==> src/rtl/mux_arb_pkg.sv <==
// mux_arb_pkg: shared types, default sizes and width helpers for the round-robin mux arbiter.
package mux_arb_pkg;
    typedef enum logic {IDLE, GRANT} arb_state_e;
    localparam int DEF_M        = 64;
    localparam int DEF_ADDR     = 6;
    localparam int DEF_MAX_HOLD = 16;
    function automatic int safe_clog2(input int n);
        return (n < 2) ? 1 : $clog2(n);
    endfunction
    // Keeps the hold counter at least one bit wide when MAX_HOLD=0 (unlimited hold).
    function automatic int hold_w(input int max_hold);
        return safe_clog2(max_hold + 1);
    endfunction
endpackage

==> src/rtl/arb_rr_pick.sv <==
// arb_rr_pick: circular first-set search from base, with one optional index masked out.
module arb_rr_pick
    import mux_arb_pkg::*;
#(
    parameter int M    = DEF_M,
    parameter int ADDR = DEF_ADDR
) (
    input  logic [M-1:0]    req,
    input  logic [ADDR-1:0] base,
    input  logic [ADDR-1:0] mask_idx,
    input  logic            mask_en,
    output logic            hit,
    output logic [ADDR-1:0] idx
);
    logic [M-1:0]    w_req;
    logic [M-1:0]    w_rot;
    logic [ADDR-1:0] w_off;
    assign w_req = req & ~({{(M-1){1'b0}}, mask_en} << mask_idx);
    // Bit k of w_rot is requester (base+k) mod M.
    assign w_rot = M'({w_req, w_req} >> base);
    always_comb begin
        w_off = '0;
        for (int k = M - 1; k >= 0; k--)
            if (w_rot[k]) w_off = k[ADDR-1:0];
    end
    assign hit = |w_req;
    assign idx = base + w_off;
endmodule

==> src/rtl/mux_rr_arbiter.sv <==
// mux_rr_arbiter: round-robin arbiter driving the select of a shared M:1 mux,
// with grant hold capped at MAX_HOLD consecutive cycles per owner.
module mux_rr_arbiter
    import mux_arb_pkg::*;
#(
    parameter int M        = DEF_M,
    parameter int ADDR     = DEF_ADDR,
    parameter int MAX_HOLD = DEF_MAX_HOLD
) (
    input  logic            clk_i,
    input  logic            rst_ni,
    input  logic [M-1:0]    req_i,
    output logic [M-1:0]    gnt_o,
    output logic [ADDR-1:0] sel_o,
    output logic            valid_o
);
    localparam int HW = hold_w(MAX_HOLD);
    arb_state_e      r_state, w_state;
    logic [ADDR-1:0] r_ptr, w_ptr, r_sel, w_sel;
    logic [HW-1:0]   r_hold, w_hold;
    logic [M-1:0]    r_gnt, w_gnt;
    logic            w_mask, w_own, w_exp, w_hit;
    logic [ADDR-1:0] w_base, w_idx;
    logic [M-1:0]    w_onehot;
    // While granting, the search starts just past the owner with the owner masked.
    assign w_mask   = r_state == GRANT;
    assign w_base   = w_mask ? r_sel + ADDR'(1) : r_ptr;
    assign w_own    = req_i[r_sel];
    assign w_exp    = (MAX_HOLD != 0) && (r_hold == HW'(MAX_HOLD - 1));
    assign w_onehot = {{(M-1){1'b0}}, 1'b1} << w_idx;
    arb_rr_pick #(.M(M), .ADDR(ADDR)) u_pick (
        .req     (req_i),
        .base    (w_base),
        .mask_idx(r_sel),
        .mask_en (w_mask),
        .hit     (w_hit),
        .idx     (w_idx)
    );
    always_comb begin
        w_state = r_state;
        w_ptr   = r_ptr;
        w_sel   = r_sel;
        w_hold  = r_hold;
        w_gnt   = r_gnt;
        if (r_state == IDLE) begin
            if (w_hit) begin
                w_state = GRANT;
                w_sel   = w_idx;
                w_gnt   = w_onehot;
                w_hold  = '0;
            end
        end else if (w_own && !w_exp) begin
            w_hold = r_hold + HW'(1);
        end else begin
            w_ptr  = w_base;
            w_hold = '0;
            if (w_hit) begin
                w_sel = w_idx;
                w_gnt = w_onehot;
            end else if (!w_own) begin
                w_state = IDLE;
                w_sel   = '0;
                w_gnt   = '0;
            end
        end
    end
    always_ff @(posedge clk_i or negedge rst_ni) begin
        if (!rst_ni) begin
            r_state <= IDLE;
            r_ptr   <= '0;
            r_sel   <= '0;
            r_hold  <= '0;
            r_gnt   <= '0;
        end else begin
            r_state <= w_state;
            r_ptr   <= w_ptr;
            r_sel   <= w_sel;
            r_hold  <= w_hold;
            r_gnt   <= w_gnt;
        end
    end
    assign gnt_o   = r_gnt;
    assign sel_o   = r_sel;
    assign valid_o = r_state == GRANT;
endmodule

==> config.mk <==
export PLATFORM = sky130hd
export DESIGN_NAME = mux_rr_arbiter
export DESIGN_NICKNAME = d
export VERILOG_FILES = /design/src/rtl/mux_arb_pkg.sv /design/src/rtl/arb_rr_pick.sv /design/src/rtl/mux_rr_arbiter.sv
export SDC_FILE = /design/constraint.sdc
export NUM_CORES = 1
export LEC_CHECK = 0
export CAP_MARGIN = 10
export CORE_ASPECT_RATIO = 1.1
export CORE_MARGIN = 2
export CORE_UTILIZATION = 26
export CTS_CLUSTER_SIZE = 12
export DETAILED_ROUTE_END_ITERATION = 10
export PLACE_DENSITY = 0.51
export SKIP_LAST_GASP = 1
export SYNTH_ARGS = -nofsm -noshare
export SYNTH_HDL_FRONTEND = slang
export SYNTH_SLANG_ARGS = --single-unit
==> constraint.sdc <==
create_clock -name clk_i -period 7.57 [get_ports clk_i]
set_input_delay 1.514 -clock clk_i [delete_from_list [all_inputs] [get_ports clk_i]]
set_output_delay 1.514 -clock clk_i [all_outputs]
set_load 0.03 [all_outputs]
==> metrics.md <==
| Metric | Value |
|---|---|
| Status | `complete, no violations` |
| Relative slew slack | `45.0%` |
| I/O pin count | `137` |
| Register area share after synthesis | `15.2%` |
| Core Region | `51,300 sq um` |
| Post-DP Area | `16,000 sq um` |
| Crit Path Class | `in2reg` |
| Mapped Cells | `1,971` |
| Skew final | `8.88 ps` |
| Routability Congestion | `1.03` |
| CTS Buffer Depth | `2` |
| Post-Syn Nets | `2,046` |
| Initial antenna violation count | `0` |
| R2R Setup Slk | `600 ps` |
| Largest net degree at the start of global routing | `85` |
| Nets | `2,151` |
| Top_reg_cell synth | `dfrtp_1` |
| Final Max Slew Viols | `0` |
| Final worst path period need | `7100 ps` |
| DIE HEIGHT | `243 microns` |
| Commonest non-fill, non-tap cell in the layout | `nand3_1` |
| GR Util All Layers | `27.6%` |
| Placed Cells | `2,731` |
| First-pass GRT wire length | `115 mm` |
| TritonCTS clock tree | `built` |
| Final Hold Violating Endpoints | `0` |
| Syn. warnings | `0` |
| Max Cap Viol | `0` |
| Tcrit/Tclk final | `93.8%` |
| CTS Hold Bufs | `0` |
| Final non-filler cell total | `2,748` |
| Count of input and output buffers | `136` |
| Postcts setup bufs | `0` |
| Share of cells above drive strength 1 | `11.6%` |
| Max FO, Critical Path | `5` |
| Clock-pin slew on the worst setup and hold paths | `70 ps` |
| Antenna diode count | `0` |
| Min-delay worst type | `reg2reg` |
| Startpoint Class | `input pin` |
| Routed vias | `18,100` |
| Async set or reset register ratio after synthesis | `100%` |
| Final setup viols | `0` |
| H-tree depth | `3` |
| Via-to-Cell Ratio | `6.57` |
| RSZ-0062 raised after global routing | `no` |
| Worst EP arrival | `7390 ps` |
| Synth-to-Final Area Change | `21.5%` |
| Fmax | `141 MHz` |
| Library cells used by synthesis | `88` |
| Most frequent cells in the layout | `nand3_1 (286), nand2_1 (192), nor2_1 (170)` |
| Synthesized area per cell | `6.85 sq um` |
| Clk_lat worst skew | `350 ps` |
| Total grt overflow | `0` |
| Syn Std Cell Area | `13,500 sq um` |
| Final instance area | `16,400 sq um` |
| Post-synth EDFFs | `0` |
| Die W | `221 microns` |
| DR iter-0 viols | `2,448` |
| Wirelength per Cell | `28.0 microns` |
| Number of global-route vias before repair | `17,200` |
| Post-synthesis register bit count | `82` |
| TritonRoute pass-1 iters | `6` |
| WL final | `76.9 mm` |
| Initial core utilization | `26.3%` |
| DRT antenna net count | `0` |
| Worst slew pin tran | `802 ps` |
| Post-route setup TNS | `0 ps` |
| Clock Tree Root | `clkbuf_16` |
| Total CTS buffers | `9` |
| Post_cts resized | `0` |
| CP Capture Type | `flip-flop` |
| Crit path required time | `7860 ps` |
| Die ar. | `53,800 sq um` |
| DRC violations left | `0` |
| CTS Sinks | `82` |
| Dpl hpwl | `59.0 mm` |
| Rows | `87` |
[synth_stat cells, types with 29 or more instances]
library cell | number | area [sq um]
mux2i_1 | 69 | 691
nor2_1 | 171 | 642
and2_1 | 29 | 181
nand2_1 | 192 | 721
o221ai_1 | 34 | 298
dfrtp_1 | 82 | 2050
o21ai_0 | 162 | 811
o22ai_1 | 80 | 500
nand3_1 | 286 | 1430
clkbuf_1 | 70 | 263
a21oi_1 | 61 | 305
o211ai_1 | 76 | 571
buf_2 | 74 | 370
o31ai_1 | 72 | 541
nand4_1 | 103 | 644
[critical path, cell delays in order]
cell and delay, ps:
clkdlybuf4s50_1 510, nor3_1 390, nor3_1 100, buf_4 170, mux2i_1 410, buf_4 220, a211oi_1 70, a21oi_1 270
o21ai_0 120, o21ai_0 650, o21ai_0 190, a21bo_2 250, a41oi_1 210, a21oi_1 80, buf_4 150, ha_1 210
buf_4 130, a21o_1 160, a21oi_1 210, buf_4 150, xnor2_1 130, or2_2 350, nor2_1 170, nand2_1 130
nor2_1 190, nand4_1 130, nand3_1 130
[state kept, by name (all words and copies together), names as in the netlist]
name,cells
r_ptr,6
r_hold,5
valid_o,1
gnt_o,64
sel_o,6
[per-stage QoR]
step | hold WS [ps] | utilization, % | setup WS (ps)
CTS | 484 | 32.0 | 572
finish | 485 | 32.0 | 470
detailed placement | 469 | 31.3 | 219
global route | 526 | 32.0 | 65.4
global placement | 463 | 31.3 | 150
floorplan | 450 | - | 1340
[per-layer routing]
| metal | global-route usage, % | up-vias | wire (microns) |
|---|---|---|---|
| met5 | 0 | - | 0 |
| met4 | 12.7 | 0 | 4170 |
| met3 | 3.90 | 241 | 6630 |
| met2 | 44.6 | 1171 | 34700 |
| met1 | 36.5 | 8767 | 31400 |
| li1 | - | 7883 | - |
[cell type report]
| type | instances | area, sq um |
|---|---|---|
| fill | 5531 | 34900 |
| tap | 667 | 835 |
| clock buffer | 9 | 225 |
| sequential | 82 | 2050 |
| clock inverter | 7 | 124 |
| timing repair buffer | 282 | 2620 |
| inverter | 19 | 71.3 |
| multi-input combinational | 1682 | 10500 |
[path summary, 6_finish.rpt]
check / start / endpoint / cells past startpoint
worst max-delay path: req_i[57] / gnt_o[0] / 27
worst min-delay path: gnt_o[29] / gnt_o[29] / 2
min in group asynchronous: rst_ni / gnt_o[57] / 1
max in group asynchronous: rst_ni / sel_o[0] / 2
worst min register to register: gnt_o[29] / gnt_o[29] / 2
worst max register to register: sel_o[3] / gnt_o[24] / 25
[cell families after synthesis]
logic type / count (synthesis) / share of synthesized area, %
compound gates: 659 / 32.8
xor+xnor: 10 / 0.649
fa+ha+maj: 9 / 0.890
buf+inv: 207 / 7.55
flops: 82 / 15.2
mux: 104 / 9.98
simple gates: 900 / 32.9
Power is left out: the tool's default activity adds up to more than one toggle a clock period on the data nets, which glitch-free logic cannot reach.
==> variant 1 (same flow settings) <==
The package constant `DEF_MAX_HOLD` goes from 16 to 8.
--- a/src/rtl/mux_arb_pkg.sv
+++ b/src/rtl/mux_arb_pkg.sv
@@ -3,7 +3,7 @@
     typedef enum logic {IDLE, GRANT} arb_state_e;
     localparam int DEF_M        = 64;
     localparam int DEF_ADDR     = 6;
-    localparam int DEF_MAX_HOLD = 16;
+    localparam int DEF_MAX_HOLD = 8;
     function automatic int safe_clog2(input int n);
         return (n < 2) ? 1 : $clog2(n);
     endfunction
Function: not settled (the Yosys comparison gave no result); the edit may change what the design does.
==> variant 1 against the unedited design <==
- fmax shrank 0.85%
- area after synthesis shrank 9.5%
- largest cell class unchanged
- wire length shrank 20%
- sequential cell count decreased by 1
- highest routed layer unchanged
- setup slack got worse by 0.061 ns
- via count shrank 21%
- clock skew fell by 0.0015 ns
- cell area down 10%
Power is left out: the tool's default activity adds up to more than one toggle a clock period on the data nets, which glitch-free logic cannot reach.
==> variant 1: results (changes against the unedited design) <==
[placed_design]
dp_hpwl_mm = 48.13  ; -18%
place_ws_ns = -0.07652  ; -0.2955 ns
gp_congestion = 1.054  ; +2.6%

[worst_setup_path]
crit_arrival_ns = 7.45  ; +0.06 ns
critPathMaxStageDelay_ns = 0.67  ; +0.02 ns
cpMaxStageDelayCell = clkdlybuf4s50_1
startpoint = req_i[51]
r2r-end = gnt_o[49]
worst-path-max-fanout = 16  ; +11
worstRegToRegCells = 26  ; +4.0%
r2r_setup_slack_ns = 0.51  ; -0.09 ns
r2r-start = sel_o[2]
endpoint = gnt_o[25]

[grt]
gr-usage-met2 = 0.3869  ; -0.05900
grt_max_degree = 100  ; +18%
track_usage = 0.2451  ; -0.03126
grt_pass1_wl_mm = 90.76  ; -21%
antenna_found_initial = 1  ; +1
gr-usage-met3 = 0.03320  ; -0.005780
grt_use_met1 = 0.3286  ; -0.03596

[synth]
synth-seq-area-share = 0.1660  ; +0.01399
synthAdderAreaFrac = 0.008811  ; -0.00008565
synth_common_cells = 208 x mux2i_1, 134 x nand2_1, 106 x nor2_1
synth-xor-area-share = 0.007787  ; +0.001299
synth_cell_types = 107  ; +22%
synth.area.top_cells = mux2i_1 17%, dfrtp_1 17%, a22o_1 5.0%, nand2_1 4.1%, o21ai_0 3.9%

[sta]
skew_ns = 0.007331  ; -0.001547 ns
worstMarginPinSlew_ns = 1.177  ; +0.3758 ns
finalCritPeriodShare = 0.9459  ; +0.008056

[final_layout]
finalNetCount = 1730  ; -20%
instances_no_fill = 2257  ; -18%
drive_gt1_frac = 0.1306  ; +0.01483

[drt]
wl_met2_mm = 26.97  ; -22%
wl_met1_mm = 25.53  ; -19%
vias = 14310  ; -21%
drt_iter0_drc = 2038  ; -17%
wirelength_mm = 61.22  ; -20%

[outcome]
status = complete, no violations

## variant 1: cell type report
class | count | area share
Clock buffer | 10 | 0.01620
Timing Repair Buffer | 245 | 0.1518
Clock inverter | 6 | 0.005004
Multi-Input combinational cell | 1299 | 0.6334
Inverter | 20 | 0.005428
Sequential cell | 81 | 0.1375
Tap cell | 595 | 0.05047
Antenna cell | 1 | 0.0001696
## variant 1: how the worst min path moves through the flow
stage / startpoint / end / slack [ns] / cells past startpoint
floorplan: r_hold[3] / r_hold[3] / 0.44 / 1
global placement: r_hold[3] / r_hold[3] / 0.47 / 1
detailed placement: r_hold[3] / r_hold[3] / 0.47 / 1
CTS: r_hold[3] / r_hold[3] / 0.48 / 1
global route: r_hold[3] / r_hold[3] / 0.52 / 1
finish: r_hold[3] / r_hold[3] / 0.47 / 1
## variant 1: what timing repair did
action,4_1_cts,5_1_grt
buffers inserted,0,0
setup endpoints to repair,0,16
resized for setup,0,3
==> variant 2 (same settings) <==
Without the edit above. Make the reset (`rst_ni`) synchronous in one clocked block.
--- a/src/rtl/mux_rr_arbiter.sv
+++ b/src/rtl/mux_rr_arbiter.sv
@@ -64,7 +64,7 @@
             end
         end
     end
-    always_ff @(posedge clk_i or negedge rst_ni) begin
+    always_ff @(posedge clk_i) begin
         if (!rst_ni) begin
             r_state <= IDLE;
             r_ptr   <= '0;
Check against the original RTL: not equivalent (a bounded check fails within 4 cycles, from zero or initial values and one cycle with rst_ni low; the reset may be asserted at any time).
==> variant 2 against the unedited design <==
- area after synthesis is 7.7% lower
- wire length is 9.2% lower
- core utilization is 1.0 points higher
- setup slack worse by 0.17 ns
- critical path depth is 5 lower
- hold slack worse by 0.031 ns
- first-iteration DRC count is 17% lower
- cell area is 4.2% lower
- count of clock-buffer cells in the layout is 1 higher
- via count is 13% lower
- sequential cell count stayed put
==> variant 2: results (changes against the unedited design) <==
[final_layout]
num_antenna_cells = 1  ; +1
nonClkBufAreaFrac = 0.1813  ; +0.02177
n_clock_buffer = 10  ; +1
design.seq.count = 82  ; unchanged
n_all_buffers = 321  ; +14%
sh_seq_area = 0.1046  ; -0.02057
clkCellAreaFrac = 0.01974  ; -0.001539
inv_count = 22  ; +3
fillers = 5098  ; -7.8%
finalNetCount = 1921  ; -11%
multiInputGateArea_um2 = 10020  ; -4.4%
multi_input_cells = 1410  ; -16%
fin_util = 0.3302  ; +0.01019
drive_gt1_frac = 0.1875  ; +0.07166

[grt]
grt_pass1_vias = 14910  ; -13%
track_usage = 0.2756  ; -0.0008027
antenna_found_initial = 1  ; +1
grt_use_met1 = 0.3630  ; -0.001586
grt_pass1_wl_mm = 101.5  ; -11%
grt_max_degree = 65  ; -24%
gr-usage-met2 = 0.4485  ; +0.002665
gr-usage-met3 = 0.04517  ; +0.006195

[outcome]
status = complete, no violations

[synth]
synth_common_cells = 138 x nand3_1, 129 x o21ai_0, 119 x nand2_1
synth-seq-area-share = 0.1318  ; -0.02019
synth.area.top_cells = dfxtp_1 13%, mux4_2 7.4%, mux2i_1 6.9%, nand3_1 5.5%, o21ai_0 5.2%
postSynth.asyncResetShare = 0  ; -1.000
synth_cell_types = 106  ; +20%
syn_nets = 1722  ; -16%
syn_area_per_cell_um2 = 7.562  ; +10%

[placed_design]
dp_cells = 2480  ; -9.2%
gp_congestion = 0.9939  ; -3.2%
dp_hpwl_mm = 55.88  ; -5.3%
place_ws_ns = -0.06028  ; -0.2793 ns
dpl_cell_area_um2 = 15380  ; -4.1%
io_buffers = 136  ; unchanged

[drt]
wirelength_mm = 69.81  ; -9.2%
vias = 15670  ; -13%
first_pass_iters = 7  ; +1
wl_met1_mm = 29.16  ; -7.2%
vias_per_cell = 6.277  ; -4.5%
wl_met2_mm = 31.96  ; -7.9%
dr_wl_met3_mm = 5.686  ; -14%
drt_iter0_drc = 2033  ; -17%

[clocking]
clockBufferDepth = 2  ; unchanged
cts_resized = 0  ; unchanged

[worst_setup_path]
cpLargestDelayFamily = compound AO/OA/AOI/OAI gates
worstRegToRegCells = 22  ; -12%
startpoint = req_i[47]
worst-path-max-fanout = 6  ; +1
r2r_setup_slack_ns = 0.48  ; -0.12 ns
crit_arrival_ns = 7.50  ; +0.11 ns
r2r-start = sel_o[5]
cpMaxStageDelayCell = a2111oi_0
endpoint = gnt_o[5]

[sta]
worstMarginPinSlew_ns = 1.177  ; +0.3755 ns
skew_ns = 0.01413  ; +0.005252 ns
fmax_mhz = 137.6  ; -2.3%

[die]
die_w_um = 212.7  ; -3.9%

[power_and_ir_drop]
p_leak_nw = 5.719

==> variant 2: cell types whose count changed after synthesis, moves of 33 or more <==
cell and change:
o21ai_0 -33, dfxtp_1 +82, o31ai_1 -64, nand3_1 -148, nand4_1 -51, nand2_1 -73
o22ai_1 -51, nor2_1 -55, dfrtp_1 -82
==> variant 2: kinds of logic after synthesis <==
family / count (synthesis) / share of synthesized area
AND/OR/NAND/NOR: 648 / 0.2748
AO/OA/AOI/OAI: 574 / 0.3275
multiplexers: 167 / 0.1799
buffers and inverters: 155 / 0.06731
flip-flops: 82 / 0.1318
XOR/XNOR: 12 / 0.009043
adder cells (fa/ha/maj): 9 / 0.009645
==> variant 2: worst min-delay path by stage <==
| stage | slack [ns] | cells past startpoint | end | startpoint |
|---|---|---|---|---|
| CTS | 0.46 | 2 | gnt_o[8] | gnt_o[8] |
| global route | 0.49 | 1 | gnt_o[53] | gnt_o[53] |
| detailed placement | 0.45 | 2 | gnt_o[8] | gnt_o[8] |
| finish | 0.45 | 2 | gnt_o[8] | gnt_o[8] |
| global placement | 0.44 | 2 | gnt_o[47] | gnt_o[47] |
| floorplan | 0.46 | 2 | r_hold[3] | r_hold[3] |
==> variant 2: power by group through the flow <==
stage                     sequential (mW)  combinational (mW)  clock (mW)
after floorplan                     0.592                3.69           0
after global placement              0.560                6.12           0
after detailed placement            0.560                6.11           0
after CTS                           0.551                6.13       0.473
after global routing                0.559                6.74       0.488
final                               0.551                6.34       0.462
==> variant 2: worst reg2reg max path, delay by kind of cell, from the launching register on <==
kind                       cells  cell delay (ns)
AOI/OAI and AO/OA             10             2.90
and+or+nand+nor                5             1.53
muxes                          3             1.02
DFF                            1             0.86
buffers and inverters          2             0.27
adders and majority gates      1             0.20
xor gates and xnor gates       1             0.20
